### config.mk
export PLATFORM = sky130hd
export DESIGN_NAME = serial_digit_recoder
export DESIGN_NICKNAME = d
export VERILOG_FILES = /design/src/rtl/serial_digit_recoder.sv
export SDC_FILE = /design/constraint.sdc
export NUM_CORES = 1
export LEC_CHECK = 0
export CELL_PAD_IN_SITES_DETAIL_PLACEMENT = 1
export CELL_PAD_IN_SITES_GLOBAL_PLACEMENT = 2
export CORE_UTILIZATION = 27
export CTS_CLUSTER_DIAMETER = 200
export DETAILED_ROUTE_END_ITERATION = 12
export GPL_TIMING_DRIVEN = 0
export MAX_ROUTING_LAYER = met4
export PLACE_DENSITY_LB_ADDON = 0.1
export SLEW_MARGIN = 20
export SYNTH_ARGS = -nofsm -noshare
export SYNTH_HDL_FRONTEND = slang
export SYNTH_SLANG_ARGS = --single-unit
### constraint.sdc
create_clock -name clk -period 2.55 [get_ports clk]
set_input_delay 0.51 -clock clk [delete_from_list [all_inputs] [get_ports clk]]
set_output_delay 0.51 -clock clk [all_outputs]
set_load 0.01 [all_outputs]
### src/rtl/serial_digit_recoder.sv
// -----------------------------------------------------------------------------
// serial_digit_recoder
//
// Consumes an unsigned operand Y two bits at a time, least-significant pair
// first. For each slice it emits one radix-4 signed digit in {-1,0,+1,+2}
// over a valid/ready handshake. After the last slice it emits one extra digit
// that carries out the final recoding carry, so that sum(d_i * 4^i) == Y.
//
// The upstream shift register is told to advance through shift_en. shift_en
// is high only while a slice digit is being accepted, so m holds under
// backpressure.
//
// Ports:
//   clk        in   rising-edge clock
//   rst        in   asynchronous active-low reset
//   start      in   begin recoding (sampled only while idle)
//   m[1:0]     in   current operand slice from the upstream shift register
//   shift_en   out  upstream advances one slice this cycle
//   dig_valid  out  digit outputs valid
//   dig_ready  in   downstream accepts the digit
//   dig_neg    out  digit is negative
//   dig_one    out  |digit| == 1
//   dig_two    out  |digit| == 2
//   dig_idx    out  digit position i (0..NDIG)
//   busy       out  high while slice digits or the carry digit are offered
//   done       out  one-cycle pulse after the last digit is accepted
//
// WIDTH must be even and at least 2.
// -----------------------------------------------------------------------------
module serial_digit_recoder #(
  parameter int WIDTH = 8
) (
  input  logic                           clk,
  input  logic                           rst,
  input  logic                           start,
  input  logic [1:0]                     m,
  output logic                           shift_en,
  output logic                           dig_valid,
  input  logic                           dig_ready,
  output logic                           dig_neg,
  output logic                           dig_one,
  output logic                           dig_two,
  output logic [$clog2(WIDTH/2+1)-1:0]   dig_idx,
  output logic                           busy,
  output logic                           done
);

  localparam int NDIG = WIDTH / 2;
  localparam int IW   = $clog2(NDIG + 1);

  localparam logic [IW-1:0] LAST_IDX  = IW'(NDIG - 1);
  localparam logic [IW-1:0] FLUSH_IDX = IW'(NDIG);

  typedef enum logic [1:0] {
    S_IDLE  = 2'd0,
    S_RUN   = 2'd1,
    S_FLUSH = 2'd2,
    S_DONE  = 2'd3
  } state_e;

  state_e          state_q, state_d;
  logic            carry_q, carry_d;
  logic [IW-1:0]   cnt_q,   cnt_d;

  // Slice value plus incoming carry, range 0..4.
  logic [2:0]      v_s;

  // Digit encoding of the current slice and the carry it produces.
  logic            slice_neg_s;
  logic            slice_one_s;
  logic            slice_two_s;
  logic            slice_carry_s;

  assign v_s = {1'b0, m} + {2'b00, carry_q};

  // Recode one slice: 3 becomes -1 with a carry, 4 becomes 0 with a carry.
  always_comb begin
    slice_neg_s   = 1'b0;
    slice_one_s   = 1'b0;
    slice_two_s   = 1'b0;
    slice_carry_s = 1'b0;
    case (v_s)
      3'd0: begin
        slice_carry_s = 1'b0;
      end
      3'd1: begin
        slice_one_s   = 1'b1;
      end
      3'd2: begin
        slice_two_s   = 1'b1;
      end
      3'd3: begin
        slice_neg_s   = 1'b1;
        slice_one_s   = 1'b1;
        slice_carry_s = 1'b1;
      end
      3'd4: begin
        // Digit is zero; no negative zero is ever emitted.
        slice_carry_s = 1'b1;
      end
      default: begin
        slice_carry_s = 1'b0;
      end
    endcase
  end

  // State, carry and digit counter registers.
  always_ff @(posedge clk or negedge rst) begin
    if (!rst) begin
      state_q <= S_IDLE;
      carry_q <= 1'b0;
      cnt_q   <= '0;
    end else begin
      state_q <= state_d;
      carry_q <= carry_d;
      cnt_q   <= cnt_d;
    end
  end

  // Next-state logic and combinational outputs of the recoding FSM.
  always_comb begin
    state_d   = state_q;
    carry_d   = carry_q;
    cnt_d     = cnt_q;
    shift_en  = 1'b0;
    dig_valid = 1'b0;
    dig_neg   = 1'b0;
    dig_one   = 1'b0;
    dig_two   = 1'b0;
    dig_idx   = '0;
    busy      = 1'b0;
    done      = 1'b0;

    case (state_q)
      S_IDLE: begin
        if (start) begin
          carry_d = 1'b0;
          cnt_d   = '0;
          state_d = S_RUN;
        end else begin
          state_d = S_IDLE;
        end
      end

      S_RUN: begin
        dig_valid = 1'b1;
        busy      = 1'b1;
        dig_idx   = cnt_q;
        dig_neg   = slice_neg_s;
        dig_one   = slice_one_s;
        dig_two   = slice_two_s;
        // Upstream only moves when this slice's digit is taken.
        shift_en  = dig_ready;
        if (dig_ready) begin
          carry_d = slice_carry_s;
          cnt_d   = cnt_q + IW'(1);
          if (cnt_q == LAST_IDX) begin
            state_d = S_FLUSH;
          end else begin
            state_d = S_RUN;
          end
        end else begin
          state_d = S_RUN;
        end
      end

      S_FLUSH: begin
        // Final digit is the leftover carry: either 0 or +1.
        dig_valid = 1'b1;
        busy      = 1'b1;
        dig_idx   = FLUSH_IDX;
        dig_one   = carry_q;
        if (dig_ready) begin
          state_d = S_DONE;
        end else begin
          state_d = S_FLUSH;
        end
      end

      S_DONE: begin
        done    = 1'b1;
        state_d = S_IDLE;
      end

      default: begin
        state_d = S_IDLE;
      end
    endcase
  end

endmodule

## Word-level counts from Yosys, hierarchy flattened

Cells that the tools add are included.

| word-level totals | value |
|---|---|
| input port bits | 6 |
| memories | 0 |
| output and inout bits | 10 |
| bits in latches | 0 |
| RAM bits | 0 |
| register bits | 6 |
| memory bits (read-only) | 0 |
| logic and storage cells | 43 |

| cells by class | value |
|---|---|
| equality and inequality tests | 10 |
| reduce and logical (&&, ||, !) cells | 6 |
| shifts and indexed selects | 0 |
| bitwise gates (word level) | 0 |
| muxes and demuxes | 22 |
| $mul | 0 |
| add/subtract/negate cells | 2 |
| order comparisons | 0 |
| div/mod/pow operators | 0 |

Operators with widths:

| operator | count |
|---|---|
| $mux 1 | 13 |
| $pmux 3 s2 | 2 |
| $eq 3x2->1 const B | 3 |
| $pmux 2 s4 | 1 |
| $mux 3 | 2 |
| $reduce_or 2->1 | 3 |
| $eq 2x2->1 const B | 2 |
| $mux 2 | 2 |
| $ne 2x2->1 const B | 2 |
| $pmux 1 s2 | 2 |
| $add 2x1->3 | 1 |
| $add 3x1->3 const B | 1 |
| $eq 3x1->1 const B | 1 |
| $eq 3x3->1 const B | 1 |
| $reduce_and 3->1 | 1 |
| $eq 2x1->1 const B | 1 |
| $logic_not 2->1 | 1 |
| $reduce_bool 2->1 | 1 |

## Logic depth before layout (Yosys ltp)

Gate-level depths: netlist of run 1.

| logic depth | value |
|---|---|
| depth after elaboration | 6 |
| depth in mapped cells | 5 |
| depth with buffers taken out | 5 |

## Worst setup path after synthesis of run 1

Ideal clock, no wire load.

| timing | value |
|---|---|
| path kind | in2out |
| from | in m[0] |
| to | out dig_two |
| stages on the path | 5 |
| buffers on the path | 0 |
| data arrival time | 1.359 ns |
| path slack | 0.681 ns |
| data required time | 2.040 ns |
| path through | ha_1 -> ha_1 -> nor2b_1 -> nand2_1 -> nor2_1 |

| on the way | value |
|---|---|
| longest elaborated chain between the ends | 4 |

Ends and longest elaborated chain:

| item | RTL line | RTL |
|---|---|---|
| from (decl) | 36 | `input logic [1:0] m,` |
| $add 2x1->3 | 74 | `assign v_s = {1'b0, m} + {2'b00, carry_q};` |
| $eq 3x2->1 | 82 | `case (v_s)` |
| $mux 1 | 82 |  |
| $mux 1 | 134 | `case (state_q)` |
| to (decl) | 42 | `output logic dig_two,` |

No other way between the ends.

==> impl_metrics.env, run 1 <==
export IMPL_rsz0062_at_grt="false"
export IMPL_endpoint_kind="output port"
export IMPL_fin_crit_ns=2.45
export IMPL_critical_path_arrival_ns=1.94
export IMPL_synth_area_per_cell_sq_um=9.10
export IMPL_ir_worst_vdd_mv=0.347
export IMPL_drive_gt1_frac=0.125
export IMPL_crit_fanout=10
export IMPL_p_leak_nw=0.323
export IMPL_placedInstanceArea_sq_um=672
export IMPL_clockBufferDepth=2
export IMPL_ff_latch_area_sq_um=150
export IMPL_drv_cap=0
export IMPL_ys_flop_type="dfrtp_1"
export IMPL_max_freq_ghz=0.408
export IMPL_critical_path_class="reg2out"
export IMPL_htree_levels=1
export IMPL_timing_setup_tns_ns=0
export IMPL_combPwrFrac=0.645
export IMPL_die_w_um=45.1
export IMPL_synth_cell_types=23
export IMPL_clock_skew_ns=0.00254
export IMPL_rows=15
export IMPL_clk_latency_ns=0.24
export IMPL_fin_util=0.409
export IMPL_multiInputGateArea_sq_um=327
export IMPL_power_density_nw_per_um2=997
export IMPL_nNetsFinal=88
export IMPL_synth_warnings=0
export IMPL_hold_viol=0
export IMPL_synth_most_common_cell="ha_1"
export IMPL_postSynthCellCount=55
export IMPL_cts_buffers=3
export IMPL_grt_max_degree=11
export IMPL_met1_usage=0.183
export IMPL_worst_slew_pin_slew_ns=0.422
export IMPL_track_usage=0.145
export IMPL_die_area_sq_um=2030
export IMPL_clk_pin_slew_ns=0.05
export IMPL_timing_final_ws_setup_ns=0.101
export IMPL_ant_nets=0
export IMPL_num_vias=455
export IMPL_intPower_mw=0.424
export IMPL_diodes=0
export IMPL_clkPwrFrac=0.123
export IMPL_portBuffers=14
export IMPL_p_sw_mw=0.279
export IMPL_place_congestion=0.695
export IMPL_hold_path_class="in2async"
export IMPL_coreArea_sq_um=1730
export IMPL_antenna_found_initial=0
export IMPL_tritoncts="yes"
export IMPL_cts_sinks=6
export IMPL_start_util=0.290
export IMPL_syn_nets=69
export IMPL_maxSlewHeadroom=0.710
export IMPL_place_ws_ns=-0.306
export IMPL_synth_edf_count=0
export IMPL_overflow=0
export IMPL_avgRoutedWirePerCell_um=12.5
export IMPL_yosysTopAreaCell="dfrtp_1"
export IMPL_grt_pass1_wl_um=1980
export IMPL_synthArstFlopShare=1.00
export IMPL_outcome="completed"
export IMPL_use_met3=0.0680
export IMPL_area_growth_pct=41.0
export IMPL_required_ns=2.04
export IMPL_yosys_top_cells_area="dfrtp_1, ha_1, a22o_1"
export IMPL_fin_area_sq_um=706
export IMPL_hpwl_um=952
export IMPL_reg2reg_depth=5
export IMPL_dr_pass1_iters=3
export IMPL_cts_root_buf="clkbuf_4"
export IMPL_setup_viol=0
export IMPL_drc_errors=0
export IMPL_ys_seq_area_frac=0.300
export IMPL_swShare=0.397
export IMPL_boundaryPins=16
export IMPL_fill_cells=211
export IMPL_slew_viol_final=0
export IMPL_sequentialPowerShare=0.232
export IMPL_die_h_um=45.1
export IMPL_avgViaCountPerCell=4.69
export IMPL_timing_final_crit_share=0.960
export IMPL_gr_max_usage_layer="met2"
export IMPL_first_iter_violations=5
export IMPL_grt_pass1_vias=451
export IMPL_yosysTopAreaCellShare=0.300
export IMPL_critPathLaunchType="flip-flop"
export IMPL_syn_area_sq_um=500
export IMPL_routed_wl_um=1220
export IMPL_fin_total_pwr_mw=0.703
export IMPL_ctsHoldBuffers=0
export IMPL_ys_seq_elements=6
export IMPL_netlist_top_cells_count="ha_1, dfrtp_1, inv_1, nand2b_1, nor2b_1"
export IMPL_grt_use_met2=0.217
==> layout by cell type (no fill, tap or decap), types with 2 or more instances in the layout <==
cell type        count
and3_1               3
o22ai_1              2
a22o_1               3
ha_1                 7
nand2_1              3
clkdlybuf4s50_1     11
inv_1                4
nor2b_1              3
a21oi_1              2
dlygate4sd2_1        3
dfrtp_1              6
o21ai_0              3
nor2_1               2
clkbuf_4             3
nand2b_1             4
==> final cells by class <==
cell class              count  area share
flip-flops and latches      6       0.213
inverters                   4      0.0213
multi-input cells          42       0.463
repair buffers             14       0.193
well taps                  25      0.0443
plain buffers               3      0.0337
clock buffers               3      0.0319
==> cells by family (layout without fill, tap and decap cells) <==
family	after synthesis	after routing	share of synthesized area
and+or+nand+nor	20	20	0.232
DFF	6	6	0.300
adders and majority gates	8	8	0.200
AOI/OAI and AO/OA	13	13	0.170
buffers and inverters	7	24	0.0775
muxes	1	1	0.0200
==> path summary, 6_finish.rpt <==
path / end / startpoint / slack [ns]
worst max-delay path: dig_one / flip-flop / 0.10
worst min-delay path: carry_q$_DFFE_PN0P_ / rst / 0.51
worst max register to register: carry_q$_DFFE_PN0P_ / state_q[0]$_DFF_PN0_ / 1.07
worst min register to register: cnt_q[2]$_DFFE_PN0P_ / cnt_q[2]$_DFFE_PN0P_ / 0.53
max in group asynchronous: cnt_q[2]$_DFFE_PN0P_ / rst / 1.82
min in group clk: cnt_q[2]$_DFFE_PN0P_ / cnt_q[2]$_DFFE_PN0P_ / 0.53
==> power by group through the flow <==
stage	Sequential, mW	Combinational, mW	Clock, mW
after global routing	0.168	0.503	0.0961
after detailed placement	0.164	0.457	0
after CTS	0.163	0.460	0.0912
after global placement	0.163	0.452	0
after floorplan	0.155	0.277	0
final	0.163	0.454	0.0864
==> critical path, stage by stage (launching register included) <==
cell and delay (ns):
dfrtp_1 0.40, inv_1 0.10, ha_1 0.21, buf_2 0.23
a22oi_1 0.11, nor2b_1 0.11, clkdlybuf4s50_1 0.53
==> metrics by stage <==
step	hold slack (ns)	instances
floorplan	0.214	55
CTS	0.516	97
global placement	0.512	94
finish	0.509	97
detailed placement	0.509	94
global route	0.536	97
==> metal layers <==
layer | part of all wire | up-vias | wire (um)
met1 | 0.45 | 214 | 552
met2 | 0.47 | 15 | 569
met4 | 0 | 0 | 0
met5 | 0 | - | 0
met3 | 0.077 | 0 | 94
li1 | - | 226 | -
==> timing repair <==
action	4_1_cts	5_1_grt
endpoints found under the setup margin	3	0
resized for setup	5	0
buffers inserted	0	0
Note: power is estimated with default switching activity, not from simulation.
==> run 2: changes to the inputs <==
--- a/config.mk
+++ b/config.mk
@@ -7,7 +7,7 @@
 export LEC_CHECK = 0
 export CELL_PAD_IN_SITES_DETAIL_PLACEMENT = 1
 export CELL_PAD_IN_SITES_GLOBAL_PLACEMENT = 2
-export CORE_UTILIZATION = 27
+export CORE_UTILIZATION = 23
 export CTS_CLUSTER_DIAMETER = 200
 export DETAILED_ROUTE_END_ITERATION = 12
 export GPL_TIMING_DRIVEN = 0
==> constraint.sdc (replaced) <==
create_clock -name clk -period 1.99 [get_ports clk]
set_input_delay 0.398 -clock clk [delete_from_list [all_inputs] [get_ports clk]]
set_output_delay 0.398 -clock clk [all_outputs]
set_load 0.01 [all_outputs]
==> impl_metrics.env, run 2 (synthesis results as in run 1) <==
export IMPL_rows=16
export IMPL_die_area_sq_um=2370
export IMPL_endpoint_kind="output port"
export IMPL_critPathLaunchType="input pin"
export IMPL_required_ns=1.59
export IMPL_cts_sinks=6
export IMPL_fin_crit_ns=1.92
export IMPL_clockBufferDepth=2
export IMPL_boundaryPins=16
export IMPL_avgRoutedWirePerCell_um=13.4
export IMPL_diodes=0
export IMPL_place_inst=96
export IMPL_max_freq_ghz=0.521
export IMPL_first_iter_violations=4
export IMPL_coreArea_sq_um=2000
export IMPL_critical_path_arrival_ns=1.52
export IMPL_final_cell_mix="dfrtp_1, buf_4, dlygate4sd2_1"
export IMPL_place_ws_ns=-0.621
export IMPL_place_congestion=0.708
export IMPL_p_leak_nw=0.376
export IMPL_drc_errors=0
export IMPL_grt_pass1_wl_um=2470
export IMPL_critical_path_class="in2out"
export IMPL_drive_gt1_frac=0.289
export IMPL_slew_viol_final=0
export IMPL_hold_path_class="in2async"
export IMPL_dr_pass1_iters=3
export IMPL_antenna_found_initial=0
export IMPL_power_density_nw_per_um2=1270
export IMPL_final_cells=103
export IMPL_nNetsFinal=92
export IMPL_hpwl_um=958
export IMPL_timing_final_ws_setup_ns=0.0720
export IMPL_setup_viol=0
export IMPL_clock_skew_ns=0.00593
export IMPL_track_usage=0.148
export IMPL_hold_viol=0
export IMPL_htree_levels=1
export IMPL_cts_buffers=3
export IMPL_timing_final_crit_share=0.964
export IMPL_ant_nets=0
export IMPL_area_growth_pct=55.0
export IMPL_avgViaCountPerCell=4.56
export IMPL_fin_util=0.388
export IMPL_grt_max_degree=11
export IMPL_tritoncts="yes"
export IMPL_placedInstanceArea_sq_um=674
export IMPL_fin_total_pwr_mw=0.983
export IMPL_grt_pass1_vias=496
export IMPL_portBuffers=14
export IMPL_fin_area_sq_um=776
export IMPL_overflow=0
export IMPL_drv_cap=0
export IMPL_outcome="completed"
export IMPL_die_w_um=48.6
export IMPL_clk_pin_slew_ns=0.06
export IMPL_rsz0062_at_grt="false"
export IMPL_cts_root_buf="clkbuf_4"
export IMPL_crit_fanout=3
export IMPL_num_vias=470
export IMPL_worst_slew_pin_slew_ns=0.438
export IMPL_die_h_um=48.6
export IMPL_start_util=0.250
export IMPL_ir_worst_vdd_mv=0.403
export IMPL_maxSlewHeadroom=0.700
export IMPL_routed_wl_um=1380
export IMPL_clk_latency_ns=0.25
[run 2: cell types whose count changed in the layout (fill, tap and decap cells not counted), sizes merged]
cell | previous run | this run
buf | 3 | 9
clkbuf | 3 | 4
clkdlybuf4s50 | 11 | 3
dlygate4sd2 | 3 | 5
dlymetal6s2s | 0 | 2
clkdlybuf4s15 | 0 | 1
[run 2: worst paths after layout]
| check | startpoint | to | slack [ns] | cells after the start |
|---|---|---|---|---|
| min reg2reg | cnt_q[2]$_DFFE_PN0P_ | cnt_q[2]$_DFFE_PN0P_ | 0.55 | 1 |
| max reg2reg | state_q[0]$_DFF_PN0_ | carry_q$_DFFE_PN0P_ | 0.59 | 5 |
| max | m[0] | dig_neg | 0.07 | 6 |
| max in group asynchronous | rst | state_q[0]$_DFF_PN0_ | 1.31 | 1 |
| min in group clk | dig_ready | state_q[0]$_DFF_PN0_ | 0.51 | 3 |
| min | rst | asynchronous set/reset pin | 0.41 | 1 |
[run 2: power breakdown]
part	internal [mW]	switching (mW)	leakage, nW
logic	0.352	0.297	0.286
clock network	0.0687	0.0511	0.0138
registers	0.167	0.0475	0.0763
[run 2: layout make-up]
type                       instances  area [sq um]
tap                               27          33.8
clock buffer                       3          22.5
multi-input combinational         42           369
sequential                         6           151
timing repair buffer              18           154
inverter                           4          15.0
fill                             237          1230
buffer                             3          30.0
[run 2: worst max-delay path: stages]
cell and delay, ns:
dlygate4sd2_1 0.26, ha_4 0.17, ha_4 0.25, nor2b_4 0.16, and3_1 0.16, buf_2 0.12
[run 2: per-stage QoR]
step / hold WS, ns / setup TNS (ns)
floorplan: 0.102 / 0
global placement: 0.534 / -1.66
detailed placement: 0.538 / -1.63
CTS: 0.413 / 0
global route: 0.410 / 0
finish: 0.409 / 0
[run 2: repair_timing]
| item | 4_1_cts | 5_1_grt |
|---|---|---|
| setup buffers | 3 | 1 |
| endpoints found under the setup margin | 9 | 7 |
| hold buffers | 0 | 0 |
| pin swaps | 1 | 0 |
| gates resized for setup | 23 | 10 |
[run 2: metal layers]
layer | GRT usage | vias to the layer above | wire, um
met5 | - | - | 0
met4 | 0.0882 | 0 | 13
met3 | 0.0377 | 2 | 31
met2 | 0.218 | 11 | 666
met1 | 0.180 | 221 | 669
li1 | - | 236 | -
